File: config.mk
export PLATFORM = sky130hd
export DESIGN_NAME = wb_write_queue
export DESIGN_NICKNAME = d
export VERILOG_FILES = /design/src/rtl/cpu_pkg.sv /design/src/rtl/wb_fwd_match.sv /design/src/rtl/wb_write_queue.sv
export SDC_FILE = /design/constraint.sdc
export NUM_CORES = 1
export LEC_CHECK = 0
export ABC_CLOCK_PERIOD_IN_PS = 3500
export CAP_MARGIN = 10
export CORE_ASPECT_RATIO = 1.4
export CORE_UTILIZATION = 57
export DETAILED_ROUTE_END_ITERATION = 16
export GPL_TIMING_DRIVEN = 0
export PLACE_DENSITY = 0.91
export REMOVE_ABC_BUFFERS = 1
export SLEW_MARGIN = 40
export SYNTH_ARGS = -nofsm -noshare
export SYNTH_HDL_FRONTEND = slang
export SYNTH_SLANG_ARGS = --single-unit
File: constraint.sdc
create_clock -name clk -period 3.5 [get_ports clk]
set_input_delay 0.7 -clock clk [delete_from_list [all_inputs] [get_ports clk]]
set_output_delay 0.7 -clock clk [all_outputs]
set_load 0.02 [all_outputs]
File: src/rtl/cpu_pkg.sv
// Shared processor definitions: register file geometry and the writeback entry layout.
// Latency: n/a (types and constants only).
// Backpressure: n/a.
package cpu_pkg;

  localparam int REG_AW = 5;   // 32 architectural registers
  localparam int REG_DW = 32;  // datapath width

  // Register 0 always reads as zero, so writes to it are dropped.
  localparam logic [REG_AW-1:0] REG_ZERO = '0;

  typedef struct packed {
    logic [REG_AW-1:0] rd;
    logic [REG_DW-1:0] data;
  } wb_entry_t;

endpackage

File: src/rtl/wb_fwd_match.sv
// Youngest-match search over the pending writeback entries for one read port.
// Latency: combinational.
// Backpressure: none; pure lookup.
//
// Ports:
//   vld      - valid mask, bit i set when the i-th oldest entry is pending
//   ent_reg  - destination registers, index 0 = oldest
//   ent_data - result data, index 0 = oldest
//   lk_reg   - register being read
//   hit      - some pending entry targets lk_reg
//   data     - data of the youngest such entry, zero when no hit
module wb_fwd_match
  import cpu_pkg::*;
#(
  parameter int DEPTH = 4,
  parameter int AW    = REG_AW,
  parameter int DW    = REG_DW
) (
  input  logic [DEPTH-1:0]         vld,
  input  logic [DEPTH-1:0][AW-1:0] ent_reg,
  input  logic [DEPTH-1:0][DW-1:0] ent_data,
  input  logic [AW-1:0]            lk_reg,
  output logic                     hit,
  output logic [DW-1:0]            data
);

  // Entries are presented oldest first, so scanning upward and letting the
  // last match win yields the youngest pending value.
  always_comb begin
    hit  = 1'b0;
    data = '0;
    if (lk_reg != AW'(REG_ZERO)) begin
      for (int i = 0; i < DEPTH; i++) begin
        if (vld[i] && (ent_reg[i] == lk_reg)) begin
          hit  = 1'b1;
          data = ent_data[i];
        end
      end
    end
  end

endmodule

File: src/rtl/wb_write_queue.sv
// Writeback queue in front of the register file write port, with two forwarding lookups.
// Latency: a push into an empty queue is written to the register file the next cycle.
// Backpressure: wr_block holds the head; in_ready drops when DEPTH entries are held.
//
// Ports:
//   clk, rst                     - clock, synchronous active-high reset
//   in_valid/in_ready            - writeback handshake, in_reg/in_data payload
//   wr_block                     - register file write port busy this cycle
//   wr_en/wr_reg/wr_data         - register file write strobe and head entry
//   lk_reg1/lk_hit1/lk_data1     - forwarding lookup for read port 1
//   lk_reg2/lk_hit2/lk_data2     - forwarding lookup for read port 2
//   count                        - number of pending entries
module wb_write_queue
  import cpu_pkg::*;
#(
  parameter int DEPTH = 4,
  parameter int AW    = REG_AW,
  parameter int DW    = REG_DW
) (
  input  logic                     clk,
  input  logic                     rst,
  input  logic                     in_valid,
  output logic                     in_ready,
  input  logic [AW-1:0]            in_reg,
  input  logic [DW-1:0]            in_data,
  input  logic                     wr_block,
  output logic                     wr_en,
  output logic [AW-1:0]            wr_reg,
  output logic [DW-1:0]            wr_data,
  input  logic [AW-1:0]            lk_reg1,
  output logic                     lk_hit1,
  output logic [DW-1:0]            lk_data1,
  input  logic [AW-1:0]            lk_reg2,
  output logic                     lk_hit2,
  output logic [DW-1:0]            lk_data2,
  output logic [$clog2(DEPTH):0]   count
);

  localparam int PW = $clog2(DEPTH);
  localparam int CW = PW + 1;

  logic [AW-1:0] mem_reg  [DEPTH];
  logic [DW-1:0] mem_data [DEPTH];
  logic [PW-1:0] rd_ptr;
  logic [PW-1:0] wr_ptr;

  logic push;
  logic enq;
  logic pop;

  // in_ready depends only on registered count, so a full queue refuses input
  // even in a cycle where it drains. Both handshakes are gated during reset so
  // nothing is accepted or written while the queue is being flushed.
  assign in_ready = !rst && (count < CW'(DEPTH));
  assign push     = in_valid && in_ready;
  assign enq      = push && (in_reg != AW'(REG_ZERO));

  assign wr_en    = !rst && (count != '0) && !wr_block;
  assign pop      = wr_en;
  assign wr_reg   = mem_reg[rd_ptr];
  assign wr_data  = mem_data[rd_ptr];

  always_ff @(posedge clk) begin
    if (rst) begin
      rd_ptr <= '0;
      wr_ptr <= '0;
      count  <= '0;
    end else begin
      if (enq) wr_ptr <= wr_ptr + 1'b1;
      if (pop) rd_ptr <= rd_ptr + 1'b1;
      case ({enq, pop})
        2'b10:   count <= count + 1'b1;
        2'b01:   count <= count - 1'b1;
        default: count <= count;
      endcase
    end
  end

  // Payload storage carries no reset; validity is tracked by the pointers.
  always_ff @(posedge clk) begin
    if (enq) begin
      mem_reg[wr_ptr]  <= in_reg;
      mem_data[wr_ptr] <= in_data;
    end
  end

  // Age-ordered view of the buffer: slot i is the i-th oldest entry. Only the
  // first count slots are valid, so the entry pushed this cycle stays hidden
  // and the entry being popped this cycle is still visible.
  logic [DEPTH-1:0]         ord_vld;
  logic [DEPTH-1:0][AW-1:0] ord_reg;
  logic [DEPTH-1:0][DW-1:0] ord_data;

  always_comb begin
    ord_vld  = '0;
    ord_reg  = '0;
    ord_data = '0;
    for (int i = 0; i < DEPTH; i++) begin
      ord_vld[i]  = CW'(i) < count;
      ord_reg[i]  = mem_reg[rd_ptr + PW'(i)];
      ord_data[i] = mem_data[rd_ptr + PW'(i)];
    end
  end

  wb_fwd_match #(
    .DEPTH (DEPTH),
    .AW    (AW),
    .DW    (DW)
  ) u_fwd1 (
    .vld      (ord_vld),
    .ent_reg  (ord_reg),
    .ent_data (ord_data),
    .lk_reg   (lk_reg1),
    .hit      (lk_hit1),
    .data     (lk_data1)
  );

  wb_fwd_match #(
    .DEPTH (DEPTH),
    .AW    (AW),
    .DW    (DW)
  ) u_fwd2 (
    .vld      (ord_vld),
    .ent_reg  (ord_reg),
    .ent_data (ord_data),
    .lk_reg   (lk_reg2),
    .hit      (lk_hit2),
    .data     (lk_data2)
  );

endmodule

==> impl_results.md, run 1 <==
* Top FF cell, synth: edfxtp_1
* DPL Wire Length at around 24 mm
* Boundary Pins at ~160
* Std cell rows at 61
* Die height at roughly 170 microns
* I/O Buffers at between 150 and 200
* Worst_ep grt: lk_data1[4]
* Dominant cells by area after synthesis: edfxtp_1, mux4_2, mux2_2
* CTS Buf Count at 17
* Top-count cell post-synth: edfxtp_1
* DIE WIDTH at approximately 120 microns
* Overflow after GRT at 6
* Area leader, netlist: edfxtp_1
* Yosys cell types at 42
* CTS max path bufs at 2
* Initial core utilization at 0.588
* Status: aborted with a tool error
* Depth of the CTS H-tree at 4
* # clock sinks at 157
* Root buffer cell: clkbuf_16
* Largest net degree at the start of global routing at 60
* Cell Area, Synth at 11800 sq um
* Yosys top cell area share at 0.377
* Post-synth EDFFs at around 150
* Failed at: 5_1_grt
* Async SR Flop Fraction at 0
* Sequential cell area fraction in the yosys report at 0.392
* Stop err: [ERROR GRT-0232] Routing congestion too high. Check the congestion heatmap in the GUI.
* Worst_ep kind: primary output
* Synth warn at 0
* Synth Instances at between 1000 and 1500
* Top cells by count, synth: edfxtp_1, nand2_1, o21ai_0
* Yosys reg bits at 157
* Post-Syn Area per Cell at about 10 sq um
* Final Wtd Congestion at 0.911
* Gr usage total at 0.768
-- timing repair --
| item | CTS |
|---|---|
| endpoints found under the setup margin | 66 |
| pin swaps | 86 |
| buffers inserted | 83 |
| resized for setup | 552 |
| cloned | 19 |
| hold endpoints to repair | 0 |
| hold buffers | 0 |
-- cell families after synthesis --
group	Yosys count	share of synthesized area
AO/OA/AOI/OAI	352	0.184
XOR/XNOR	44	0.0326
adder cells (fa/ha/maj)	9	0.00954
buffers and inverters	161	0.0577
flip-flops	157	0.392
multiplexers	180	0.224
AND/OR/NAND/NOR	272	0.100
-- stage by stage --
step / utilization / worst slack (ns) / instances / area [sq um] / setup TNS (ns)
CTS: 0.796 / -0.318 / 1622 / 16000 / -15.72
detailed placement: 0.682 / -1.40 / 1488 / 13700 / -76.63
global placement: 0.656 / -9.29 / 1461 / 13200 / -719.16
floorplan: - / -5.52 / 1051 / 11300 / -333.43
-- layer usage --
metal / track usage / overflow
met1: 0.774 / 0
met2: 0.887 / 2
met3: 0.668 / 0
met4: 0.729 / 4
met5: 0.400 / 0
==> run 2, diff against run 1 <==
--- a/config.mk
+++ b/config.mk
@@ -7,11 +7,10 @@
 export LEC_CHECK = 0
 export ABC_CLOCK_PERIOD_IN_PS = 3500
 export CAP_MARGIN = 10
-export CORE_ASPECT_RATIO = 1.4
-export CORE_UTILIZATION = 57
+export CORE_UTILIZATION = 40
 export DETAILED_ROUTE_END_ITERATION = 16
 export GPL_TIMING_DRIVEN = 0
-export PLACE_DENSITY = 0.91
+export PLACE_DENSITY_LB_ADDON = 0.15
 export REMOVE_ABC_BUFFERS = 1
 export SLEW_MARGIN = 40
 export SYNTH_ARGS = -nofsm -noshare
==> impl_results.md, run 2 <==
* Status: complete, but fails checks
* Violated checks: setup timing
* I/O Buffers at ~160
* Slowest stage delay, CP at around 0.57 ns
* Max Freq at between 200 and 250 MHz
* Post-route clock period utilization at 1.16
* Post-Syn Area per Cell at approximately 10 sq um
* # diodes at 0
* Routed WL at between 40 and 50 mm
* Static Leak at a little over 5 nW
* Final setup viols at 66
* Relative slew slack at 0.541
* Synth Instances at ~1200
* RSZ-0062 raised after global routing: true
* Sequential cell area fraction in the yosys report at 0.392
* Clock slew at reported path FFs at roughly 0.060 ns
* Part of the power in registers at 0.339
* CTS tree: built
* Layout Nets at around 1400
* Boundary Pins at approximately 160
* Async SR Flop Fraction at 0
* WL per Instance at roughly 25 microns
* Dominant cells by area after synthesis: edfxtp_1, mux4_2, mux2_2
* Fin. Hold Viols at 0
* Yosys reg bits at 157
* Overflow after GRT at 0
* Antenna viol nets, final at 0
* Top-count cell post-synth: edfxtp_1
* Clock power share at 0.316
* Metal2 WL at approximately 21 mm
* Met3 wire len at about 4.2 mm
* Initial antenna violation count at 1
* Top FF cell, synth: edfxtp_1
* Setup ws final at -0.553 ns
* Post-synth EDFFs at between 100 and 150
* Max FFs per register at approximately 130
* P&R area growth vs syn at 34.0%
* Setup crit start kind: flop
* DIE WIDTH at roughly 170 microns
* Most common cell on crit path: buf_4
* Max-cap viol count at 0
* Minimum clock period at slightly above 4 ns
* Gr usage total at 0.288
* DR iter-0 viols at 1332
* # clock sinks at between 150 and 200
* Area leader, netlist: edfxtp_1
* Critical Path AT at around 3.4 ns
* Yosys cell types at 42
* Share of cells above drive strength 1 at 0.326
* Internal at roughly 4.4 mW
* Largest net degree at the start of global routing at 60
* CTS Buf Count at 17
* Final Wtd Congestion at roughly 0.8
* Top cells by count, synth: edfxtp_1, nand2_1, o21ai_0
* Maximum fanout along the worst path at 6
* Clk Latency, worst-skew pair at ~0.43 ns
* Setup CP Type: flop to output pin
* Root buffer cell: clkbuf_16
* Met1 WL at around 17 mm
* DRC Markers at 0
* Routed vias/inst at around 6.3
* Pre-antenna DRT Iters at 7
* Worst-margin pin slew at 0.689 ns
* Pwr/cell area at slightly above 400 nW/um^2
* Yosys top cell area share at 0.377
* Combinational cell fraction of total power at 0.345
* Net Switching at between 2 and 2.5 mW
* Cell-by-cell trace of the critical path: buf_6 -> mux4_2 -> xnor2_2 -> nand4_1 -> buf_4 -> o22ai_4 -> buf_4 -> buf_8 -> o211ai_1 -> a31oi_1 -> buf_4
* Power Total at roughly 6.5 mW
* Vias in the first global route at 10900
* Max layer used: met5
* Layout Skew at approximately 0.012 ns
* Core footprint at 28900 sq um
* Cell Area, Synth at about 12000 sq um
* DPL Wire Length at 25.5 mm
* Vias at 11000
* Die Area at around 30000 sq um
* Hold/Removal Path Class: flop to flop
* Die height at roughly 170 microns
* Fin. max-slew vios at 0
* Depth of the CTS H-tree at 4
* Max VDD drop at approximately 0.32 mV
* First-pass GRT wire length at about 65 mm
* WP data required at 2.80 ns
* Most frequent cells in the layout: edfxtp_1, nand2_1, o21ai_0
* Most common cell after layout, fill and taps aside: edfxtp_1
* Crit path capture type: output pin
* Worst hold margin at 0.554 ns
* Synth warn at 0
* Switching Share at 0.326
* Std cell rows at 62
* Initial core utilization at 0.409
* CTS max path bufs at 2
* Slowest stage cell on the critical path: mux4_2
[run 2: cell counts after synthesis]
No cell type changed its count.
[run 2: what timing repair did]
action,CTS,global route
pin swaps,52,35
setup endpoints to repair,66,67
gates resized for setup,456,37
setup buffers,54,11
hold buffers,0,0
gates cloned,13,2
endpoints found under the hold margin,0,0
[run 2: cells by family (layout without fill, tap and decap cells)]
logic type / Yosys count / count (layout) / synth area share
adder cells (fa/ha/maj): 9 / 9 / 0.00954
multiplexers: 180 / 180 / 0.224
XOR/XNOR: 44 / 44 / 0.0326
buffers and inverters: 161 / 334 / 0.0577
AND/OR/NAND/NOR: 272 / 281 / 0.100
flip-flops: 157 / 157 / 0.392
AO/OA/AOI/OAI: 352 / 352 / 0.184
[run 2: cell type report]
class	count	area [sq um]
clock buffer	21	440
clock inverter	11	195
fill	2457	13000
inverter	37	141
multi-input combinational	866	7130
sequential	157	4640
tap	384	480
timing repair buffer	265	2800
[run 2: metal layers]
metal | up-vias | global-route usage
li1 | 4811 | -
met2 | 754 | 0.479
met3 | 165 | 0.0478
met4 | 2 | 0.135
met1 | 5308 | 0.365
met5 | - | 0
[run 2: per-stage QoR]
stage	util	area (sq um)	std cells	worst slack, ns	setup TNS [ns]
3_5_place_dp	0.485	14000	1629	-1.44	-79.65
5_1_grt	0.548	15800	1741	-0.594	-33.60
6_report	0.548	15800	1741	-0.553	-29.24
2_1_floorplan	-	11300	1051	-5.52	-333.43
4_1_cts	0.538	15500	1728	-0.399	-19.22
3_3_place_gp	0.462	13300	1593	-9.58	-784.22
[run 2: worst paths after layout]
kind	start	to	slack, ns	cells past startpoint
worst min register to register	wr_ptr[1]	wr_ptr[1]	0.55	2
worst max register to register	count[2]	mem_data[3][25]	1.21	5
worst min-delay path	wr_ptr[1]	wr_ptr[1]	0.55	2
worst max-delay path	rd_ptr[0]	lk_data2[19]	-0.55	11
[run 2: power groups by stage]
stage	registers [mW]	clock network (mW)	logic (mW)
after floorplan	2.32	0	1.07
after global placement	2.38	0	1.68
after detailed placement	2.26	0	1.84
after CTS	2.19	2.05	2.13
after global routing	2.20	2.12	2.35
final	2.19	2.04	2.23
[run 2: critical path, delay by kind of cell, from the launching register on]
family	cells	cell delay, ns
buffers and inverters	5	0.84
xor gates and xnor gates	1	0.23
and+or+nand+nor	1	0.21
DFF	1	0.42
AOI/OAI and AO/OA	3	0.64
muxes	1	0.57
No activity file was read; power rests on OpenSTA's default activity.
==> run 3, diff against run 2 <==
--- a/config.mk
+++ b/config.mk
@@ -10,7 +10,8 @@
 export CORE_UTILIZATION = 40
 export DETAILED_ROUTE_END_ITERATION = 16
 export GPL_TIMING_DRIVEN = 0
-export PLACE_DENSITY_LB_ADDON = 0.15
+export HOLD_SLACK_MARGIN = 0.12
+export PLACE_DENSITY_LB_ADDON = 0.12
 export REMOVE_ABC_BUFFERS = 1
 export SLEW_MARGIN = 40
 export SYNTH_ARGS = -nofsm -noshare
==> impl_results.md, run 3 (synthesis results as in run 2) <==
* Root buffer cell: clkbuf_16
* Worst-margin pin slew at about 0.70 ns
* Pwr/cell area at 379 nW/um^2
* Antenna viol nets, final at 0
* WL per Instance at 26.8 microns
* Vias at 11700
* Fin. max-slew vios at 0
* Critical Path AT at roughly 3.3 ns
* Slowest stage delay, CP at slightly below 0.6 ns
* Maximum fanout along the worst path at 8
* Depth of the CTS H-tree at 4
* Overflow after GRT at 0
* Layout Nets at roughly 1500
* First-pass GRT wire length at 69.1 mm
* Final setup viols at 66
* Hold/Removal Path Class: flop to flop
* Routed vias/inst at roughly 6.5
* Max FFs per register at roughly 130
* DR iter-0 viols at 1533
* Boundary Pins at between 150 and 200
* Cells after DPL at about 1600
* RSZ-0062 raised after global routing: true
* Gr usage total at 0.306
* Post-route clock period utilization at 1.13
* Std cell rows at 62
* Initial antenna violation count at 4
* Setup CP Type: flop to output pin
* Buf/Inv on CP at 5
* Max Freq at 253 MHz
* CTS tree: built
* Die Area at 30200 sq um
* Largest net degree at the start of global routing at 60
* DRC Markers at 0
* Minimum clock period at ~4.0 ns
* Static Leak at about 5.6 nW
* Crit path max-delay family: buffers and inverters
* Power Total at approximately 6.5 mW
* Clock slew at reported path FFs at roughly 0.070 ns
* Routed WL at 48.1 mm
* Violated checks: setup timing
* Vias in the first global route at around 11000
* Crit path capture type: output pin
* DIE WIDTH at 174 microns
* CTS max path bufs at 2
* Share of cells above drive strength 1 at 0.398
* Initial core utilization at 0.409
* Setup crit start kind: flop
* Status: complete, but fails checks
* DPL Wire Length at 25.0 mm
* Cell-by-cell trace of the critical path: buf_12 -> mux4_2 -> xnor2_2 -> nand4_1 -> buf_4 -> o22ai_4 -> buf_6 -> buf_16 -> o211ai_1 -> a31oi_1 -> buf_2
* Setup ws final at -0.457 ns
* Max-cap viol count at 0
* WP data required at around 2.8 ns
* Most common cell after layout, fill and taps aside: edfxtp_1
* Pre-antenna DRT Iters at 9
* CTS Buf Count at 17
* Relative slew slack at 0.535
* Most frequent cells in the layout: edfxtp_1, nand2_1, buf_4
* Layout Skew at around 0.016 ns
* Layout Cells excl Fill at 1792
* Die height at roughly 170 microns
* Clk Latency, worst-skew pair at between 0.4 and 0.5 ns
* # clock sinks at approximately 160
* Max VDD drop at around 0.35 mV
* Final Wtd Congestion at 0.833
* Fin. Hold Viols at 0
* Core footprint at slightly below 30000 sq um
* P&R area growth vs syn at 44.7%
* Slowest stage cell on the critical path: mux4_2
* Setup TNS at -23.38 ns
* I/O Buffers at around 160
[run 3: cell types whose count changed in the layout (fill, tap and decap cells not counted), moves of 6 or more]
| cell | change |
|---|---|
| xnor2_1 | -6 |
| buf_4 | -10 |
| o21ai_1 | +21 |
| buf_12 | +19 |
| nor3_1 | -34 |
| o21ai_0 | -27 |
| xnor2_2 | +7 |
| buf_6 | +31 |
| nor3_2 | +29 |
| nand2_1 | -10 |
| a31oi_1 | -10 |
[run 3: final cells by class]
class | instances | area [sq um]
fill | 2281 | 11800
multi-input combinational | 867 | 7620
sequential | 157 | 4640
timing repair buffer | 310 | 3640
tap | 384 | 480
clock buffer | 18 | 429
inverter | 37 | 141
clock inverter | 14 | 120
antenna | 5 | 12.5
[run 3: path summary, 6_finish.rpt]
check | slack, ns | start | end | depth (start not counted)
worst max-delay path | -0.46 | rd_ptr[0] | lk_data2[14] | 11
worst max register to register | 1.22 | count[2] | mem_data[2][29] | 5
worst min-delay path | 0.56 | wr_ptr[1] | wr_ptr[1] | 2
worst min register to register | 0.56 | wr_ptr[1] | wr_ptr[1] | 2
[run 3: where the power goes]
part | switching (mW) | leakage, nW | internal [mW] | total [mW]
sequential | 0.0521 | 1.42 | 2.12 | 2.17
combinational | 1.41 | 3.99 | 1.10 | 2.52
clock | 0.810 | 0.244 | 0.975 | 1.78
total | 2.28 | 5.65 | 4.20 | 6.47
[run 3: through the flow]
step / utilization / area [sq um] / hold slack [ns] / worst slack, ns
floorplan: - / 11300 / 0.507 / -5.52
global placement: 0.462 / 13300 / 0.543 / -9.43
detailed placement: 0.484 / 14000 / 0.551 / -1.57
CTS: 0.569 / 16400 / 0.563 / -0.390
global route: 0.592 / 17100 / 0.579 / -0.522
finish: 0.592 / 17100 / 0.556 / -0.457
[run 3: layer usage]
metal / GRT usage / wire length [microns] / vias up
met5: 0 / 0 / -
met2: 0.491 / 22400 / 877
met4: 0.151 / 2380 / 0
met1: 0.393 / 18000 / 5728
met3: 0.0645 / 5310 / 195
li1: - / - / 4918
[run 3: timing repair]
action | in CTS | in global routing
endpoints found under the setup margin | 80 | 77
setup buffers | 86 | 23
pin swaps | 64 | 69
gates resized for setup | 587 | 92
hold buffers | 0 | 0
gates cloned | 21 | 6
[run 3: tightest hold or removal path, delay by kind of cell (launching register included)]
family                 cells  cell delay, ns
flip-flops                 1            0.33
buffers and inverters      1            0.10
AO/OA/AOI/OAI              1            0.08
